`config.mk`:
```
export PLATFORM = sky130hd
export DESIGN_NAME = uart_tx_frame_serializer
export DESIGN_NICKNAME = d
export VERILOG_FILES = /design/src/rtl/uart_tx_pkg.sv /design/src/rtl/uart_tx_serializer.sv /design/src/rtl/uart_tx_frame_serializer.sv
export SDC_FILE = /design/constraint.sdc
export NUM_CORES = 1
export LEC_CHECK = 0
export ABC_CLOCK_PERIOD_IN_PS = 3000
export CAP_MARGIN = 0
export CORE_ASPECT_RATIO = 0.8
export CORE_MARGIN = 5
export CORE_UTILIZATION = 35
export DETAILED_ROUTE_END_ITERATION = 10
export PLACE_DENSITY_LB_ADDON = 0.08
export SKIP_CTS_REPAIR_TIMING = 1
export SLEW_MARGIN = 20
export SYNTH_ARGS = -nofsm -noshare
export SYNTH_HDL_FRONTEND = slang
export SYNTH_SLANG_ARGS = --single-unit
```
`constraint.sdc`:
```
create_clock -name tx_clk -period 3 [get_ports tx_clk]
set_input_delay 0.45 -clock tx_clk [delete_from_list [all_inputs] [get_ports tx_clk]]
set_output_delay 0.45 -clock tx_clk [all_outputs]
set_load 0.01 [all_outputs]
```
`src/rtl/uart_tx_pkg.sv`:
```
// rtl/uart_tx_pkg.sv - shared types and constants for the UART frame transmitter
package uart_tx_pkg;

  localparam int DATA_WIDTH_DEFAULT = 8;

  localparam logic PARITY_EVEN = 1'b0;
  localparam logic PARITY_ODD  = 1'b1;

  typedef enum logic [2:0] {
    IDLE,
    START,
    DATA,
    PARITY,
    STOP
  } tx_state_e;

  // Bit counter width, kept at least one bit so a 1-bit frame still synthesises.
  function automatic int cnt_width(input int w);
    return (w > 1) ? $clog2(w) : 1;
  endfunction

endpackage

```
`src/rtl/uart_tx_serializer.sv`:
```
// rtl/uart_tx_serializer.sv - data shift register and bit counter for one frame
module uart_tx_serializer
  import uart_tx_pkg::*;
#(
  parameter int DATA_WIDTH = DATA_WIDTH_DEFAULT
) (
  input  logic                  i_clk,
  input  logic                  i_rst,
  input  logic                  i_load,
  input  logic                  i_shift,
  input  logic [DATA_WIDTH-1:0] i_data,
  output logic                  o_bit,
  output logic                  o_last
);

  localparam int CW = cnt_width(DATA_WIDTH);

  logic [DATA_WIDTH-1:0] r_shift;
  logic [CW-1:0]         r_cnt;
  logic                  r_primed;

  assign o_bit  = r_shift[0];
  assign o_last = (r_cnt == CW'(DATA_WIDTH - 1));

  // The first shift (leaving START) places bit 0 on the line without advancing
  // the counter, so r_cnt indexes the data bit currently being transmitted.
  always_ff @(posedge i_clk or posedge i_rst) begin
    if (i_rst) begin
      r_shift  <= '0;
      r_cnt    <= '0;
      r_primed <= 1'b0;
    end else if (i_load) begin
      r_shift  <= i_data;
      r_cnt    <= '0;
      r_primed <= 1'b0;
    end else if (i_shift) begin
      r_shift  <= r_shift >> 1;
      r_primed <= 1'b1;
      if (r_primed && !o_last) begin
        r_cnt <= r_cnt + 1'b1;
      end
    end
  end

endmodule

```
`src/rtl/uart_tx_frame_serializer.sv`:
```
// rtl/uart_tx_frame_serializer.sv - UART transmit framer: start, data LSB first, optional parity, stop
// Define UART_TX_TWO_STOP_EN for a two-cycle stop bit.
module uart_tx_frame_serializer
  import uart_tx_pkg::*;
#(
  parameter int DATA_WIDTH = DATA_WIDTH_DEFAULT
) (
  input  logic                  tx_clk,
  input  logic                  rst,
  input  logic [DATA_WIDTH-1:0] p_data,
  input  logic                  data_valid,
  input  logic                  parity_enable,
  input  logic                  parity_type,
  output logic                  tx_out,
  output logic                  busy
);

  tx_state_e r_state;
  logic      r_tx;
  logic      r_busy;
  logic      r_par_en;
  logic      r_par_bit;
`ifdef UART_TX_TWO_STOP_EN
  logic      r_stop2;
`endif

  logic w_load;
  logic w_shift;
  logic w_bit;
  logic w_last;

  assign w_load  = (r_state == IDLE) && data_valid;
  assign w_shift = (r_state == START) || ((r_state == DATA) && !w_last);

  uart_tx_serializer #(.DATA_WIDTH(DATA_WIDTH)) u_ser (
    .i_clk   (tx_clk),
    .i_rst   (rst),
    .i_load  (w_load),
    .i_shift (w_shift),
    .i_data  (p_data),
    .o_bit   (w_bit),
    .o_last  (w_last)
  );

  assign tx_out = r_tx;
  assign busy   = r_busy;

  // r_tx is loaded with the level for the state being entered, so it is a
  // clean flop output on the line.
  always_ff @(posedge tx_clk or posedge rst) begin
    if (rst) begin
      r_state   <= IDLE;
      r_tx      <= 1'b1;
      r_busy    <= 1'b0;
      r_par_en  <= 1'b0;
      r_par_bit <= 1'b0;
`ifdef UART_TX_TWO_STOP_EN
      r_stop2   <= 1'b0;
`endif
    end else begin
      case (r_state)
        IDLE: begin
          r_tx   <= 1'b1;
          r_busy <= 1'b0;
          if (data_valid) begin
            r_par_en  <= parity_enable;
            r_par_bit <= (parity_type == PARITY_ODD) ? ~^p_data : ^p_data;
            r_tx      <= 1'b0;
            r_busy    <= 1'b1;
            r_state   <= START;
          end
        end
        START: begin
          r_tx    <= w_bit;
          r_state <= DATA;
        end
        DATA: begin
          if (w_last) begin
            if (r_par_en) begin
              r_tx    <= r_par_bit;
              r_state <= PARITY;
            end else begin
              r_tx    <= 1'b1;
              r_state <= STOP;
            end
          end else begin
            r_tx <= w_bit;
          end
        end
        PARITY: begin
          r_tx    <= 1'b1;
          r_state <= STOP;
        end
        STOP: begin
          r_tx <= 1'b1;
`ifdef UART_TX_TWO_STOP_EN
          if (!r_stop2) begin
            r_stop2 <= 1'b1;
          end else begin
            r_stop2 <= 1'b0;
            r_busy  <= 1'b0;
            r_state <= IDLE;
          end
`else
          r_busy  <= 1'b0;
          r_state <= IDLE;
`endif
        end
        default: begin
          r_tx    <= 1'b1;
          r_busy  <= 1'b0;
          r_state <= IDLE;
        end
      endcase
    end
  end

endmodule

```
== After elaboration in Yosys (flattened, before gate mapping) ==
Index checks and enable logic that the tools add are counted.

* Output and inout port bits: 2
* Register bits after elaboration: 19
* Word-level logic and storage cells: 47

* $add $sub $neg: 1
* Multiplexer cells: 18
* Equality and inequality tests: 6
* Reduce and logical (&&, ||, !) cells: 14

{| class="wikitable"
|+ Operator list
! cell !! number
|-
| two-way mux 3 bit || 6
|-
| two-way mux 8 bit || 2
|-
| one-hot mux 3 bit (4 select lines) || 1
|-
| XNOR reduction 8 bit || 1
|-
| parity 8 bit || 1
|-
| two-way mux 1 bit || 7
|-
| == test 3 x 2 -> 1 bit, second input constant || 2
|-
| AND reduction 2 bit || 3
|-
| nonzero test 2 bit || 2
|-
| adder 3 x 1 -> 3 bit, second input constant || 1
|-
| == test 3 x 1 -> 1 bit, second input constant || 1
|-
| == test 3 bit, second input constant || 1
|-
| logical AND 1 bit || 3
|-
| logical NOT 3 bit || 1
|-
| one-hot mux 1 bit (3 select lines) || 1
|-
| OR reduction 3 bit || 1
|-
| != test 2 x 1 -> 1 bit, second input constant || 1
|-
| != test 2 bit, second input constant || 1
|-
| one-hot mux 1 bit (2 select lines) || 1
|-
| logical NOT 1 bit || 1
|-
| logical OR 1 bit || 1
|}

== Depth between registers and ports, before layout ==
* Depth in word-level cells: 6
* Gate-level depth with buffers: 6
* Mapped depth without buffers: 6

== Cells and area by module ==
From an unflattened synthesis, not the netlist that was laid out.

* Cell total of the unflattened synthesis: 96
* Area total of the unflattened synthesis: 1026.0 µm²

{| class="wikitable"
|+ By module, submodules not included
! module !! cells each !! area an instance (µm²) !! times used
|-
| uart_tx_serializer || 54 || 586.8 || 1
|-
| uart_tx_frame_serializer || 42 || 439.2 || 1
|}

== Worst setup path before layout ==
OpenSTA, ideal clock, no wires.

* Path type: register to register
* Start point: reg u_ser.r_cnt[0]
* End point: reg u_ser.r_shift[0]
* Arrival time: 1.779 ns
* Cell stages (with the launch flop): 7
* Library setup time: 0.126 ns
* Setup slack: 1.095 ns
* Cell sequence: dfrtp_1 -> ha_1 -> ha_1 -> or3b_1 -> a21oi_4 -> mux2i_1 -> a21oi_1

* Cells in the longest elaborated chain, start to end: 5

{| class="wikitable"
|+ RTL lines
! item !! RTL line !! text
|-
| start, declared || uart_tx_serializer.sv:19 || <nowiki>logic [CW-1:0] r_cnt;</nowiki>
|-
| start signal, assigned || uart_tx_serializer.sv:40 || <nowiki>r_cnt <= r_cnt + 1'b1;</nowiki>
|-
| == test 3 bit || uart_tx_serializer.sv:23 || <nowiki>assign o_last = (r_cnt == CW'(DATA_WIDTH - 1));</nowiki>
|-
| logical NOT 1 bit || uart_tx_frame_serializer.sv:33 || <nowiki>assign w_shift = (r_state == START) || ((r_state == DATA) && !w_last);</nowiki>
|-
| logical AND 1 bit || uart_tx_frame_serializer.sv:33 ||
|-
| logical OR 1 bit || uart_tx_frame_serializer.sv:33 ||
|-
| nonzero test 2 bit (no source line) || -- ||
|-
| end signal, assigned || uart_tx_serializer.sv:33 || <nowiki>r_shift <= i_data;</nowiki>
|-
| end signal, assigned || uart_tx_serializer.sv:37 || <nowiki>r_shift <= r_shift >> 1;</nowiki>
|-
| end, declared || uart_tx_serializer.sv:18 || <nowiki>logic [DATA_WIDTH-1:0] r_shift;</nowiki>
|}

No other way between the ends.
A chain may end at the register's enable or synchronous reset.

== Worst setup path after layout ==
* Start point: reg u_ser.r_cnt[0]
* End point: reg u_ser.r_shift[1]

Same word-level chain as after synthesis.

==> results.ini <==
[global_routing]
grt_start_max_net_pins = 20
antenna_found_initial = 0
grt_first_pass_wirelength_um = 2970
grt-ovfl-total = 0
track_usage_pct = 10.2
grt_pass1_vias = 645

[clock_tree]
cts.path.max_buffers = 2
cts_made_buffers = 3
cts_tree = yes
cts_root_buffer = clkbuf_4
clk_latency_ps = 290
cts_htree_levels = 1
cts_sinks = 19
clkTransAtPathRegs_ps = 100

[cells_and_area]
final_area_um2 = 1170
fillers = 267
post-route-util_pct = 43.4
multi_input_comb_area_um2 = 468
num_antenna_cells = 0
drive_above_1_share_pct = 5.41
fin_cells = 149
seq_area_um2 = 477
area_delta_synth_final_pct = 21.0
nNetsFinal = 127

[power_and_ir_drop]
p_switching_uw = 401
p_comb_share_pct = 43.6
peakVddDrop_uv = 440
p_total_mw = 1.07
clkPwrFrac_pct = 11.7
power.leakage_nw = 0.517
intPower_uw = 667
swShare_pct = 37.5
pwr-share-seq_pct = 44.7
power.density_nw_per_um2 = 910

[worst_setup_path]
cp-start-kind = register
cp.arrival_ps = 2220
end_kind = register
critPathKind = reg -> reg
cp_max_fo = 9
reg2reg_depth = 6
worstPathRequired_ps = 3150

[logic_synthesis]
ys_seq_area_share_pct = 49.2
synthSimpleGateAreaFrac_pct = 15.5
post_synth_num_cell_types = 25
synthCells = 96
yosys.area_share.adder_pct = 2.58
synthesis.area_um2 = 970
syn_area_per_cell_um2 = 10.1
synthMuxAreaShare_pct = 9.29
synth_compound_area_share_pct = 11.4
syn-num-nets = 111
synth-xor-area-share_pct = 9.55
synth_top_family_by_area = simple AND/OR/NAND/NOR gates
synth_seq_cells = 19
ys_warn_count = 0

[sta]
rsz0062_at_grt = false
slew_violations = 0
max_slew.worst_pin.slew_ps = 705
hold_slack_ps = 527
hold_violations = 0
timing.fmax_mhz = 484
worst_slack_ps = 932
finalSetupViolations = 0
fin_crit_sh_pct = 68.9
skew_ps = 4.01
slew_headroom_pct = 53.0
timing.final.crit_period_ps = 2070
fin_tns_setup_ps = 0

[die]
core_area_um2 = 2700
die_x_um = 68.9
dieArea_um2 = 3930
initial_core_util_pct = 35.9
dieHeight_um = 57.1
rows = 17
ioPinCount = 15

[drt]
routed_wl_um = 1800
wire_per_inst_um = 12.1
vias = 695
first_iter_violations = 16
avgViaCountPerCell = 4.66
route.detailed.drc = 0
first_pass_iters = 2
ant_nets = 0

[placement]
dpl.hpwl_um = 1290
placed_area_um2 = 1150
dp_cells = 145
place_ws_ps = 931
numPortBuffers = 14
globalplace.congestion = 0.797

[hold_path]
min_path_type = reg -> reg
hold_depth = 2

[run_status]
status = finished clean

[job]
cap_violations = 0

==> routing by layer <==
metal	vias up	GRT usage [%]	routed length (um)
li1	359	-	-
met1	321	15.2	976
met2	13	12.8	692
met3	2	5.31	113
met4	0	2.50	17
met5	-	0	0
==> placed cells by master (no fill, tap or decap) <==
cell,count
dfrtp_1,18
nor2_1,15
clkdlybuf4s50_1,14
a21oi_1,10
mux2i_1,9
nand2_1,6
o21ai_0,6
xor2_1,4
xnor2_1,4
clkbuf_4,3
nand3_1,2
inv_1,2
nor2b_1,2
nor3_1,2
ha_1,2
nand3b_1,1
nand2b_1,1
or3b_1,1
a21oi_4,1
nor4b_1,1
xnor3_1,1
o21a_1,1
nor3b_1,1
a31oi_1,1
clkbuf_1,1
buf_4,1
dfstp_2,1
==> power groups by stage <==
stage	Clock [mW]	Sequential, mW	Combinational [mW]
2_1_floorplan	0	0.438	0.389
3_3_place_gp	0	0.483	0.467
3_5_place_dp	0	0.479	0.471
4_1_cts	0.133	0.476	0.477
5_1_grt	0.147	0.494	0.528
6_report	0.125	0.477	0.466
==> cells in the mapped netlist, drive strengths merged <==
master,number,area [um2]
a21oi,11,66.3
a31oi,1,6.26
buf,2,10.0
clkbuf,2,7.51
dfrtp,18,450
dfstp,1,26.3
ha,2,25.0
inv,2,7.51
mux2i,9,90.1
nand2,6,22.5
nand2b,1,6.26
nand3,2,10.0
nand3b,1,7.51
nor2,15,56.3
nor2b,2,12.5
nor3,2,10.0
nor3b,1,7.51
nor4b,1,8.76
o21a,1,7.51
o21ai,6,30.0
or3b,1,8.76
xnor2,4,35.0
xnor3,1,22.5
xor2,4,35.0
==> worst max-delay path, cell delays in order (launching register included) <==
cell	delay (ps)
dfrtp_1	400
ha_1	200
ha_1	240
or3b_1	410
a21oi_4	370
mux2i_1	220
a21oi_1	80
==> kinds of logic (layout without fill, tap and decap cells) <==
kind of cell	count (synthesis)	after routing
multiplexers	9	9
XOR/XNOR	9	9
flip-flops	19	19
adder cells (fa/ha/maj)	2	2
buffers and inverters	6	21
AO/OA/AOI/OAI	19	19
AND/OR/NAND/NOR	32	32
==> state kept, by name (all words and copies together), names as in the netlist <==
register	flops
r_par_en	1
u_ser.r_primed	1
busy	1
r_state	3
u_ser.r_shift	8
r_par_bit	1
tx_out	1
u_ser.r_cnt	3
==> area by class of cell <==
class,instances,area share [%]
Inverter,2,0.640
Clock buffer,4,2.24
Multi-Input combinational cell,71,39.9
Tap cell,38,4.05
Timing Repair Buffer,15,12.6
Sequential cell,19,40.6
==> final timing paths <==
kind                                     start               end  slack, ps
worst max-delay path            u_ser.r_cnt[0]  u_ser.r_shift[1]        930
worst min-delay path                 r_par_bit         r_par_bit        530
worst max register to register  u_ser.r_cnt[0]  u_ser.r_shift[1]        930
worst min register to register       r_par_bit         r_par_bit        530
max in group asynchronous                  rst              busy       1990
min in group asynchronous                  rst          r_par_en        570
No activity file was read; power rests on OpenSTA's default activity.
